**src/rtl/mem_arbiter_if.sv**
```systemverilog
// Bundle of the IFU, LSU and memory-side handshake signals around mem_arbiter.
// The slave modport is the arbiter's view; master is the environment's view.
interface mem_arbiter_if;
  logic        ifu_req_valid;
  logic        ifu_req_ready;
  logic [63:0] ifu_req_addr;
  logic        ifu_resp_valid;
  logic        ifu_resp_ready;

  logic        lsu_req_valid;
  logic        lsu_req_ready;
  logic [63:0] lsu_req_addr;
  logic        lsu_req_wen;
  logic [63:0] lsu_req_wdata;
  logic [7:0]  lsu_req_wmask;
  logic        lsu_resp_valid;
  logic        lsu_resp_ready;

  logic [63:0] resp_data;
  logic        resp_err;

  logic        mem_req_valid;
  logic        mem_req_ready;
  logic [63:0] mem_addr;
  logic        mem_wen;
  logic [63:0] mem_wdata;
  logic [7:0]  mem_wmask;
  logic        mem_resp_valid;
  logic [63:0] mem_resp_data;

  modport slave (
    input  ifu_req_valid, ifu_req_addr, ifu_resp_ready,
    input  lsu_req_valid, lsu_req_addr, lsu_req_wen, lsu_req_wdata, lsu_req_wmask,
    input  lsu_resp_ready,
    input  mem_req_ready, mem_resp_valid, mem_resp_data,
    output ifu_req_ready, ifu_resp_valid,
    output lsu_req_ready, lsu_resp_valid,
    output resp_data, resp_err,
    output mem_req_valid, mem_addr, mem_wen, mem_wdata, mem_wmask
  );

  modport master (
    output ifu_req_valid, ifu_req_addr, ifu_resp_ready,
    output lsu_req_valid, lsu_req_addr, lsu_req_wen, lsu_req_wdata, lsu_req_wmask,
    output lsu_resp_ready,
    output mem_req_ready, mem_resp_valid, mem_resp_data,
    input  ifu_req_ready, ifu_resp_valid,
    input  lsu_req_ready, lsu_resp_valid,
    input  resp_data, resp_err,
    input  mem_req_valid, mem_addr, mem_wen, mem_wdata, mem_wmask
  );
endinterface

```
**src/rtl/mem_arbiter.sv**
```systemverilog
// Two-requester (IFU/LSU) round-robin arbiter onto a single memory port,
// one transaction outstanding, with a response timeout in WAIT.
//
//  state   | meaning
//  --------+---------------------------------------------------------
//  S_IDLE  | arbitrate; granted requester sees req_ready
//  S_ISSUE | mem_req_valid high with registered fields until accepted
//  S_WAIT  | wait for mem_resp_valid or timeout down-counter expiry
//  S_RESP  | owner's resp_valid high until owner's resp_ready
module mem_arbiter #(
  parameter int TIMEOUT = 255
) (
  input logic           clk,
  input logic           rst_n,
  mem_arbiter_if.slave  bus
);

  localparam logic [1:0] S_IDLE  = 2'd0;
  localparam logic [1:0] S_ISSUE = 2'd1;
  localparam logic [1:0] S_WAIT  = 2'd2;
  localparam logic [1:0] S_RESP  = 2'd3;

  localparam logic OWN_IFU = 1'b0;
  localparam logic OWN_LSU = 1'b1;

  // Loaded on entry to WAIT so terminal count lands after TIMEOUT WAIT cycles.
  localparam logic [15:0] TC_LOAD = 16'(TIMEOUT - 1);

  logic [1:0]  state;
  logic        last_grant;
  logic        owner;
  logic [15:0] tmr_cnt;
  logic [63:0] addr_q;
  logic        wen_q;
  logic [63:0] wdata_q;
  logic [7:0]  wmask_q;
  logic [63:0] rdata_q;
  logic        err_q;

  logic grant_lsu;
  logic grant_ifu;
  logic ifu_ready;
  logic lsu_ready;
  logic resp_take;

  always_comb begin
    grant_lsu = bus.lsu_req_valid && (!bus.ifu_req_valid || (last_grant == OWN_IFU));
    grant_ifu = bus.ifu_req_valid && !grant_lsu;
    ifu_ready = rst_n && (state == S_IDLE) && grant_ifu;
    lsu_ready = rst_n && (state == S_IDLE) && grant_lsu;
    resp_take = (owner == OWN_LSU) ? bus.lsu_resp_ready : bus.ifu_resp_ready;
  end

  always_ff @(posedge clk) begin
    if (!rst_n) begin
      state      <= S_IDLE;
      last_grant <= OWN_IFU;
      owner      <= OWN_IFU;
      tmr_cnt    <= 16'd0;
      addr_q     <= 64'd0;
      wen_q      <= 1'b0;
      wdata_q    <= 64'd0;
      wmask_q    <= 8'd0;
      rdata_q    <= 64'd0;
      err_q      <= 1'b0;
    end else begin
      case (state)
        S_IDLE: begin
          if (lsu_ready) begin
            owner      <= OWN_LSU;
            last_grant <= OWN_LSU;
            addr_q     <= bus.lsu_req_addr;
            wen_q      <= bus.lsu_req_wen;
            wdata_q    <= bus.lsu_req_wdata;
            wmask_q    <= bus.lsu_req_wmask;
            state      <= S_ISSUE;
          end else if (ifu_ready) begin
            owner      <= OWN_IFU;
            last_grant <= OWN_IFU;
            addr_q     <= bus.ifu_req_addr;
            wen_q      <= 1'b0;
            wdata_q    <= 64'd0;
            wmask_q    <= 8'd0;
            state      <= S_ISSUE;
          end
        end
        S_ISSUE: begin
          if (bus.mem_req_ready) begin
            tmr_cnt <= TC_LOAD;
            state   <= S_WAIT;
          end
        end
        S_WAIT: begin
          if (bus.mem_resp_valid) begin
            rdata_q <= bus.mem_resp_data;
            err_q   <= 1'b0;
            state   <= S_RESP;
          end else if (tmr_cnt == 16'd0) begin
            rdata_q <= 64'd0;
            err_q   <= 1'b1;
            state   <= S_RESP;
          end else begin
            tmr_cnt <= tmr_cnt - 16'd1;
          end
        end
        S_RESP: begin
          if (resp_take) state <= S_IDLE;
        end
        default: state <= S_IDLE;
      endcase
    end
  end

  assign bus.ifu_req_ready  = ifu_ready;
  assign bus.lsu_req_ready  = lsu_ready;
  assign bus.ifu_resp_valid = (state == S_RESP) && (owner == OWN_IFU);
  assign bus.lsu_resp_valid = (state == S_RESP) && (owner == OWN_LSU);
  assign bus.resp_data      = rdata_q;
  assign bus.resp_err       = err_q;
  assign bus.mem_req_valid  = (state == S_ISSUE);
  assign bus.mem_addr       = addr_q;
  assign bus.mem_wen        = wen_q;
  assign bus.mem_wdata      = wdata_q;
  assign bus.mem_wmask      = wmask_q;

endmodule
```
**src/flat_wrapper.sv**
```systemverilog
// flat-port wrapper written by rule: the top's interface ports become plain ports
module mem_arbiter_flat 
#(
  parameter int TIMEOUT = 255
)
  (clk, rst_n, bus_ifu_req_valid, bus_ifu_req_addr, bus_ifu_resp_ready, bus_lsu_req_valid, bus_lsu_req_addr, bus_lsu_req_wen, bus_lsu_req_wdata, bus_lsu_req_wmask, bus_lsu_resp_ready, bus_mem_req_ready, bus_mem_resp_valid, bus_mem_resp_data, bus_ifu_req_ready, bus_ifu_resp_valid, bus_lsu_req_ready, bus_lsu_resp_valid, bus_resp_data, bus_resp_err, bus_mem_req_valid, bus_mem_addr, bus_mem_wen, bus_mem_wdata, bus_mem_wmask);
  mem_arbiter_if bus_i ();
  input logic clk;
  input logic rst_n;
  input wire logic [$bits(bus_i.ifu_req_valid)-1:0] bus_ifu_req_valid;
  input wire logic [$bits(bus_i.ifu_req_addr)-1:0] bus_ifu_req_addr;
  input wire logic [$bits(bus_i.ifu_resp_ready)-1:0] bus_ifu_resp_ready;
  input wire logic [$bits(bus_i.lsu_req_valid)-1:0] bus_lsu_req_valid;
  input wire logic [$bits(bus_i.lsu_req_addr)-1:0] bus_lsu_req_addr;
  input wire logic [$bits(bus_i.lsu_req_wen)-1:0] bus_lsu_req_wen;
  input wire logic [$bits(bus_i.lsu_req_wdata)-1:0] bus_lsu_req_wdata;
  input wire logic [$bits(bus_i.lsu_req_wmask)-1:0] bus_lsu_req_wmask;
  input wire logic [$bits(bus_i.lsu_resp_ready)-1:0] bus_lsu_resp_ready;
  input wire logic [$bits(bus_i.mem_req_ready)-1:0] bus_mem_req_ready;
  input wire logic [$bits(bus_i.mem_resp_valid)-1:0] bus_mem_resp_valid;
  input wire logic [$bits(bus_i.mem_resp_data)-1:0] bus_mem_resp_data;
  output wire logic [$bits(bus_i.ifu_req_ready)-1:0] bus_ifu_req_ready;
  output wire logic [$bits(bus_i.ifu_resp_valid)-1:0] bus_ifu_resp_valid;
  output wire logic [$bits(bus_i.lsu_req_ready)-1:0] bus_lsu_req_ready;
  output wire logic [$bits(bus_i.lsu_resp_valid)-1:0] bus_lsu_resp_valid;
  output wire logic [$bits(bus_i.resp_data)-1:0] bus_resp_data;
  output wire logic [$bits(bus_i.resp_err)-1:0] bus_resp_err;
  output wire logic [$bits(bus_i.mem_req_valid)-1:0] bus_mem_req_valid;
  output wire logic [$bits(bus_i.mem_addr)-1:0] bus_mem_addr;
  output wire logic [$bits(bus_i.mem_wen)-1:0] bus_mem_wen;
  output wire logic [$bits(bus_i.mem_wdata)-1:0] bus_mem_wdata;
  output wire logic [$bits(bus_i.mem_wmask)-1:0] bus_mem_wmask;
  assign bus_i.ifu_req_valid = bus_ifu_req_valid;
  assign bus_i.ifu_req_addr = bus_ifu_req_addr;
  assign bus_i.ifu_resp_ready = bus_ifu_resp_ready;
  assign bus_i.lsu_req_valid = bus_lsu_req_valid;
  assign bus_i.lsu_req_addr = bus_lsu_req_addr;
  assign bus_i.lsu_req_wen = bus_lsu_req_wen;
  assign bus_i.lsu_req_wdata = bus_lsu_req_wdata;
  assign bus_i.lsu_req_wmask = bus_lsu_req_wmask;
  assign bus_i.lsu_resp_ready = bus_lsu_resp_ready;
  assign bus_i.mem_req_ready = bus_mem_req_ready;
  assign bus_i.mem_resp_valid = bus_mem_resp_valid;
  assign bus_i.mem_resp_data = bus_mem_resp_data;
  assign bus_ifu_req_ready = bus_i.ifu_req_ready;
  assign bus_ifu_resp_valid = bus_i.ifu_resp_valid;
  assign bus_lsu_req_ready = bus_i.lsu_req_ready;
  assign bus_lsu_resp_valid = bus_i.lsu_resp_valid;
  assign bus_resp_data = bus_i.resp_data;
  assign bus_resp_err = bus_i.resp_err;
  assign bus_mem_req_valid = bus_i.mem_req_valid;
  assign bus_mem_addr = bus_i.mem_addr;
  assign bus_mem_wen = bus_i.mem_wen;
  assign bus_mem_wdata = bus_i.mem_wdata;
  assign bus_mem_wmask = bus_i.mem_wmask;
  mem_arbiter #(.TIMEOUT(TIMEOUT)) u_core (.clk(clk), .rst_n(rst_n), .bus(bus_i));
endmodule
```
**config.mk**
```make
export PLATFORM = sky130hd
export DESIGN_NAME = mem_arbiter_flat
export DESIGN_NICKNAME = d
export VERILOG_FILES = /design/src/rtl/mem_arbiter_if.sv /design/src/rtl/mem_arbiter.sv /design/src/flat_wrapper.sv
export SDC_FILE = /design/constraint.sdc
export NUM_CORES = 1
export LEC_CHECK = 0
export ABC_AREA = 1
export BUFFER_PORTS_ARGS = -buffer_cell sky130_fd_sc_hd__buf_2
export CORE_AREA = 2 2 189 191
export DETAILED_ROUTE_END_ITERATION = 6
export DIE_AREA = 0 0 191 193
export PLACE_DENSITY = 0.51
export SYNTH_ARGS = -nofsm -noshare
export SYNTH_HDL_FRONTEND = slang
export SYNTH_SLANG_ARGS = --single-unit
```
**constraint.sdc**
```tcl
create_clock -name clk -period 2.3 [get_ports clk]
set_clock_uncertainty 0.1 [all_clocks]
set_input_delay 0.23 -clock clk [delete_from_list [all_inputs] [get_ports clk]]
set_output_delay 0.23 -clock clk [all_outputs]
set_load 0.1 [all_outputs]
```
[Word level (Yosys, flattened, before mapping)]
Index checks and enable logic that the tools add are counted.
Cells by class
  add/subtract/negate cells: 1
  eq/ne operators: 9
  multiplexer cells: 25
  bitwise gates (word level): 1
  reduce and logical (&&, ||, !) cells: 19
Operator list (count)
  64-bit two-way mux: 6
  16-bit two-way mux: 3
  16-bit case mux with 2 select lines: 1
  16-bit zero test: 1
  8-bit two-way mux: 2
  16-bit by 1-bit subtractor with 16-bit output (second input constant): 1
  2-bit two-way mux: 6
  2-bit case mux with 4 select lines: 1
  4-bit AND reduction: 2
  1-bit logical AND: 7
  1-bit two-way mux: 6
  2-bit inequality test (second input constant): 3
  2-bit nonzero test: 3
  2-bit equality test (second input constant): 2
  2-bit AND reduction: 2
  3-bit by 2-bit inequality test with 1-bit output (second input constant): 1
  3-bit inequality test (second input constant): 1
  2-bit by 1-bit equality test with 1-bit output (second input constant): 1
  1-bit zero test: 2
  2-bit zero test: 1
  2-bit by 1-bit inequality test with 1-bit output (second input constant): 1
  1-bit logical OR: 1
  1-bit NOT: 1
Storage, ports and cells
  bits in registers: 221
  bits of input ports: 273
  output and inout port bits: 207
  word-level logic and storage cells: 64

[Longest topological paths before layout]
Gate-level depths: netlist of the first run.
  word-level depth: 9
  depth in mapped cells: 12
  gate-level depth less buffers: 12

[Least setup slack after synthesis of the first run]
Ideal clock, no wire load.
  kind: register -> register
  from: reg u_core.state[1]
  to: reg u_core.tmr_cnt[9]
  setup time: 0.067 ns
  arrival: 2.201 ns
  required time: 2.133 ns
  path slack: -0.069 ns
  cell stages (with the launch flop): 10
  buffers on the path: 1
  path through: dfxtp_1 > inv_1 > ha_1 > inv_1 > a21oi_4 > inv_1 > nor2_1 > buf_4 > nand2_1 > a21oi_2
Between the ends
  cells in the longest elaborated chain, start to end: 3
RTL lines
  start: declaration: RTL line mem_arbiter.sv:29  | logic [1:0] state;
  start signal: assignment: RTL line mem_arbiter.sv:56  | state <= S_IDLE;
  start signal: assignment: RTL line mem_arbiter.sv:76  | state <= S_ISSUE;
  start signal: assignment: RTL line mem_arbiter.sv:84  | state <= S_ISSUE;
  2-bit by 1-bit equality test with 1-bit output *
  net bus_mem_req_valid: RTL line flat_wrapper.sv:28  | output wire logic [$bits(bus_i.mem_req_valid)-1:0] bus_mem_req_valid;
  2-bit inequality test (no line) / 2-bit nonzero test (equally long branches)
  4-bit AND reduction (no line)
  end signal: assignment: RTL line mem_arbiter.sv:103  | tmr_cnt <= tmr_cnt - 16'd1;
  end: declaration: RTL line mem_arbiter.sv:32  | logic [15:0] tmr_cnt;
Mark *: on every way through the listed nets, which the timed path passes. The rest lies on a longest branch.
A chain may end at the register's enable or synchronous reset.

[Worst setup path after layout of the first run]
  from: reg u_core.state[0]
  to: reg u_core.addr_q[22] (netlist: u_core.bus.mem_addr[22])
Between the ends
  cells in the longest elaborated chain, start to end: 5
RTL lines
  2-bit zero test *: RTL line mem_arbiter.sv:49, mem_arbiter.sv:50, mem_arbiter.sv:67
  1-bit logical AND: RTL line mem_arbiter.sv:49, mem_arbiter.sv:50
  1-bit logical AND, on equally long branches: RTL line mem_arbiter.sv:49, mem_arbiter.sv:50
  2-bit nonzero test (no line)
  2-bit AND reduction (no line)
  end signal: assignment: RTL line mem_arbiter.sv:72  | addr_q <= bus.lsu_req_addr;
  end signal: assignment: RTL line mem_arbiter.sv:80  | addr_q <= bus.ifu_req_addr;
  end: declaration: RTL line mem_arbiter.sv:33  | logic [63:0] addr_q;
Mark *: on every way between the ends. The rest lies on a longest branch, timed or not.

==> results of run 1 <==
## timing repair
action / in CTS / in global routing
setup endpoints to repair: 1 / 8
pin swaps: 1 / 0
hold endpoints to repair: 201 / 3
gates resized for setup: 0 / 7
cloned: 2 / 1
hold buffers: 264 / 3
setup buffers: 1 / 0
## flip-flops by register name, summed over array words and instances (netlist names)
name	cells
u_core.bus.mem_wen	1
u_core.bus.resp_data	64
u_core.state	2
u_core.bus.resp_err	1
u_core.bus.mem_wdata	64
u_core.tmr_cnt	16
u_core.bus.mem_wmask	8
u_core.last_grant	1
u_core.bus.mem_addr	64
## worst min-delay path: stages
cell and delay (ns):
buf_2 0.08, o221ai_1 0.22, nor2_1 0.13
## power groups by stage
stage	Sequential, mW	Combinational (mW)	Clock [mW]
after CTS	4.82	8.61	4.23
after detailed placement	4.90	8.17	0
after floorplan	8.48	2.86	0
after global placement	4.89	8.13	0
final	4.83	8.64	4.08
after global routing	4.91	9.20	4.36
## metrics by stage
| stage | worst slack (ns) | util [%] |
|---|---|---|
| 2_1_floorplan | 0.0272 | - |
| 3_3_place_gp | 0.397 | 32.9 |
| 3_5_place_dp | 0.315 | 32.9 |
| 4_1_cts | 0.0411 | 43.1 |
| 5_1_grt | 0.00919 | 43.2 |
| 6_report | 0.0918 | 43.2 |
## per-layer routing
layer	routed length, um	share of wire, %	vias to the layer above
met5	21	0.056	-
met3	2990	8.0	94
met1	14400	39	4634
li1	-	-	5122
met2	17900	48	488
met4	1890	5.1	4
## final cells by class
cell class | instances | share of cell area (%)
sequential | 221 | 29.3
multi-input combinational | 787 | 24.2
clock buffer | 35 | 4.93
inverter | 32 | 0.812
tap | 461 | 3.82
clock inverter | 11 | 0.679
timing repair buffer | 770 | 36.3
## synth_stat cells (2+ instances only)
master,instances
a21oi_1,150
a21oi_2,2
buf_2,41
buf_4,3
buf_6,5
clkbuf_1,29
dfxtp_1,221
ha_1,5
inv_1,29
inv_2,3
nand2_1,354
nand2_2,3
nand2_4,2
nand3_1,18
nand4_1,5
nor2_1,171
nor3_1,2
o221ai_1,64
or2_2,3
## path summary, 6_finish.rpt
check / to / startpoint / slack [ns]
hold reg to reg: u_core.bus.mem_wmask[5] / u_core.bus.mem_wmask[5] / 0.36
hold / removal: u_core.bus.mem_addr[29] / bus_lsu_req_addr[29] / 0.06
setup reg to reg: u_core.bus.mem_addr[22] / u_core.state[0] / 0.09
setup / recovery: u_core.bus.mem_addr[22] / u_core.state[0] / 0.09
## cell families (layout without fill, tap and decap cells)
group,Yosys count,in the layout
and+or+nand+nor,561,561
buffers and inverters,110,848
AOI/OAI and AO/OA,221,221
adders and majority gates,5,5
DFF,221,221
==> results.json, run 1 <==
{
  "synthFlopType": "dfxtp_1",
  "rows": 69,
  "cpMaxStageDelayCell": "dlygate4sd3_1",
  "cp-start-kind": "flop",
  "min_path_cells": 3,
  "cts-buffers-inserted": 26,
  "fin_crit_ns": 2.21,
  "die_w_um": 191,
  "tns_ns": 0,
  "yosysTopAreaCellShare_pct": 51.7,
  "ys_ff_latch": 221,
  "drive_gt1_share_pct": 31.0,
  "core_area_sq_mm": 0.0350,
  "cts_num_sinks": 221,
  "portBuffers": 479,
  "cts_tree": "built",
  "num_vias": 10300,
  "die_y_um": 193,
  "drv_slew": 0,
  "use_met3_pct": 4.25,
  "num_antenna_cells": 0,
  "top_usage_layer": "met2",
  "async_reset_ff_share_pct": 0,
  "initial_utilization_pct": 24.5,
  "yosys.area_share.xor_xnor_pct": 0,
  "p_clk_share_pct": 23.2,
  "drt_iter0_drc": 381,
  "synth-edff-count": 0,
  "dieArea_sq_mm": 0.0369,
  "worstPathCellList": "inv_2, ha_2, nand2_1, nor2_1, nand2_2, buf_12, buf_4, o221ai_2, dlygate4sd3_1, nor2_1",
  "slowest_delay_ns": 0.57,
  "avgSynthCellArea_sq_um": 7.66,
  "clockBufferDepth": 3,
  "pwr-share-seq_pct": 27.5,
  "clk-insertion-delay-late_ns": 0.54,
  "placed_cells": 2003,
  "switchingPower_mw": 8.65,
  "reg2regPathDepth": 10,
  "fin_crit_sh_pct": 96.0,
  "yosys.area.top_type": "dfxtp_1",
  "synth_top_family_by_area": "simple AND/OR/NAND/NOR gates",
  "power_density_mw_per_mm2": 1160,
  "cp-end-kind": "flop",
  "grt_pass1_wl_um": 53900,
  "grt_max_degree": 72,
  "clockRootBuffer": "clkbuf_16",
  "p_leak_nw": 6.92,
  "crit_family": "buffers and inverters",
  "grtUsageMet1_pct": 21.0,
  "drc_errors": 0,
  "final_common_cell": "buf_2",
  "fmax_mhz": 453,
  "fillCellCount": 3430,
  "avgViaCountPerCell": 4.46,
  "synth_nets": 1396,
  "synthCells": 1118,
  "multi_input_area_sq_mm": 0.00365,
  "hold_viol": 0,
  "critPathKind": "reg2reg",
  "syn-cell-area_sq_mm": 0.00856,
  "seqCellArea_sq_mm": 0.00442,
  "swShare_pct": 49.3,
  "area_growth_pct": 76.4,
  "yosys_warnings": 0,
  "synthSimpleGateAreaFrac_pct": 25.6,
  "dr.pass1.iters": 4,
  "whs_ns": 0.0558,
  "fin_nets": 2116,
  "wirelength_um": 37200,
  "place_area_sq_mm": 0.0115,
  "layout_common_cells": "buf_2, nand2_1, dlygate4sd3_1, dfxtp_1, nor2_1",
  "finalWeightedCongestion": 0.825,
  "antenna_found_initial": 2,
  "arrival_ns": 2.54,
  "rsz0062_at_grt": "false",
  "maxCapViolations": 0,
  "wl_per_cell_um": 16.1,
  "cp.depth": 10,
  "cpMostUsedCell": "nor2_1",
  "status": "completed",
  "ant_nets": 0,
  "grtUsageMet2_pct": 32.3,
  "power_mw": 17.6,
  "p_comb_share_pct": 49.2,
  "grt_overflow": 0,
  "yosysSeqAreaShare_pct": 51.7,
  "final-instance-count-excl-fill": 2317,
  "post-dp-hpwl_um": 24400,
  "setup_viol": 0,
  "path_buf_inv": 4,
  "synthMuxAreaShare_pct": 0,
  "first_global_vias": 9947,
  "yosys.cell_types.count": 27,
  "final_area_sq_mm": 0.0151,
  "htreeDepth": 1,
  "min_path_type": "in2reg",
  "relSlewSlack_pct": 57.2,
  "grt_usage_pct": 18.4,
  "internal_power_mw": 8.90,
  "io_pins": 480,
  "synth_compound_area_share_pct": 16.0,
  "synth_area_leaders": "dfxtp_1, nand2_1, a21oi_1",
  "synth_fa_ha_area_share_pct": 0.731,
  "path_clk_slew_ns": 0.06,
  "vdd_drop_max_mv": 0.766,
  "required_ns": 2.64,
  "worstPathMaxFanout": 15,
  "tightest_slew_ns": 0.642
}
Power figures use the tool's default switching activity.
==> run 2: changes to the inputs <==
--- a/config.mk
+++ b/config.mk
@@ -10,7 +10,7 @@
 export CORE_AREA = 2 2 189 191
 export DETAILED_ROUTE_END_ITERATION = 6
 export DIE_AREA = 0 0 191 193
-export PLACE_DENSITY = 0.51
+export PLACE_DENSITY = 0.52
 export SYNTH_ARGS = -nofsm -noshare
 export SYNTH_HDL_FRONTEND = slang
 export SYNTH_SLANG_ARGS = --single-unit
==> constraint.sdc (replaced) <==
create_clock -name clk -period 1.94 [get_ports clk]
set_clock_uncertainty 0.1 [all_clocks]
set_input_delay 0.194 -clock clk [delete_from_list [all_inputs] [get_ports clk]]
set_output_delay 0.194 -clock clk [all_outputs]
set_load 0.1 [all_outputs]
==> run 2 against run 1 <==
Net effect:
- final area grew 2.5%
- die area is the same
- critical endpoint is now bus_ifu_resp_valid
- setup slack lost 0.092 ns
- largest power group unchanged
- combinational power grew 25%
==> results.json, run 2 (synthesized netlist as in run 1, its figures left out) <==
{
  "drive_gt1_share_pct": 32.2,
  "rrSetupSlack_ns": 0.04,
  "worstPathCellList": "buf_4, ha_1, inv_1, nor2_4, buf_12",
  "wirelength_um": 37500,
  "required_ns": 1.65,
  "tns_ns": 0,
  "wl_per_cell_um": 16.0,
  "status": "completed",
  "cp-start-kind": "flop",
  "htreeDepth": 1,
  "grt_usage_pct": 18.4,
  "pwr-share-seq_pct": 26.3,
  "io_pins": 480,
  "final_area_sq_mm": 0.0155,
  "area_growth_pct": 80.9,
  "crit_family": "buffers and inverters",
  "dieArea_sq_mm": 0.0369,
  "grt_overflow": 0,
  "fmax_mhz": 516,
  "cts-buffers-inserted": 28,
  "core_area_sq_mm": 0.0350,
  "p_clk_share_pct": 24.4,
  "fin_nets": 2142,
  "clockRootBuffer": "clkbuf_16",
  "p_leak_nw": 7.05,
  "initial_utilization_pct": 24.5,
  "avgViaCountPerCell": 4.49,
  "relSlewSlack_pct": 60.7,
  "clk-insertion-delay-late_ns": 0.58,
  "post-dp-hpwl_um": 24200,
  "power_density_mw_per_mm2": 1410,
  "p_comb_share_pct": 49.3,
  "internal_power_mw": 11.3,
  "cpMaxStageDelayCell": "dfxtp_2",
  "fin_crit_ns": 1.94,
  "die_w_um": 191,
  "num_vias": 10500,
  "cts_num_sinks": 221,
  "switchingPower_mw": 10.5,
  "drt_iter0_drc": 506,
  "clockBufferDepth": 3,
  "path_clk_slew_ns": 0.06,
  "worstPathMaxFanout": 2,
  "place_area_sq_mm": 0.0116,
  "arrival_ns": 1.65,
  "cp-end-kind": "output port",
  "setup_viol": 0,
  "critPathKind": "reg2out",
  "rsz0062_at_grt": "true",
  "final_common_cell": "buf_2",
  "layout_common_cells": "buf_2, nand2_1, dlygate4sd3_1, dfxtp_1, nor2_1",
  "ant_nets": 0,
  "fillCellCount": 3369,
  "maxCapViolations": 0,
  "cts_tree": "built",
  "hold_viol": 0,
  "grt_max_degree": 81,
  "tightest_slew_ns": 0.593,
  "antenna_found_initial": 0,
  "min_path_type": "in2reg",
  "portBuffers": 479,
  "path_buf_inv": 3,
  "final-instance-count-excl-fill": 2341,
  "fin_crit_sh_pct": 100,
  "slowest_delay_ns": 0.34,
  "rows": 69,
  "drv_slew": 0,
  "fin_util_pct": 44.3,
  "vdd_drop_max_mv": 0.833,
  "drc_errors": 0,
  "finalWeightedCongestion": 0.830,
  "placed_cells": 2013,
  "swShare_pct": 48.1,
  "first_global_vias": 10000,
  "die_y_um": 193,
  "dp_slack_ns": 0.106,
  "grt_pass1_wl_um": 53500,
  "worst_slack_ns": 0.000200,
  "dr.pass1.iters": 4,
  "num_antenna_cells": 0,
  "power_mw": 21.8,
  "whs_ns": 0.0278
}
[run 2: tightest hold or removal path, cell delays in order]
cell     delay (ns)
buf_2          0.12
inv_1          0.06
nand3_1        0.11
nand3_1        0.08
nand2_1        0.06
a21oi_1        0.04
[run 2: power by group through the flow]
stage	Sequential, mW	Combinational [mW]	Clock [mW]
finish	5.73	10.8	5.32
global placement	5.78	9.82	0
detailed placement	5.80	9.85	0
global route	5.81	11.4	5.63
CTS	5.72	10.5	5.51
floorplan	10.1	3.40	0
[run 2: cell type report]
cell class	count	area, sq um	area share (%)
clock buffer	35	747	4.82
tap	461	577	3.72
sequential	221	4430	28.6
multi-input combinational	787	3710	23.9
inverter	32	139	0.897
clock inverter	11	194	1.25
timing repair buffer	794	5700	36.8
[run 2: routing by layer]
layer,part of all wire (%),track usage (%),wire (um)
met1,39,21.1,14600
met2,49,32.6,18300
met3,8.2,3.98,3070
met4,4.2,8.68,1590
met5,0,0,0
[run 2: timing repair]
action,4_1_cts,5_1_grt
pin swaps,3,4
hold buffers,266,1
gates resized for setup,17,19
endpoints found under the hold margin,204,1
buffers inserted,7,7
gates cloned,1,2
endpoints found under the setup margin,5,50
[run 2: path summary, 6_finish.rpt]
path | start | endpoint | cells after the start
max reg2reg | u_core.state[0] | u_core.bus.mem_addr[47] | 10
min reg2reg | u_core.bus.resp_data[42] | u_core.bus.resp_data[42] | 2
max | u_core.state[1] | bus_ifu_resp_valid | 5
min | bus_mem_resp_valid | u_core.state[0] | 6
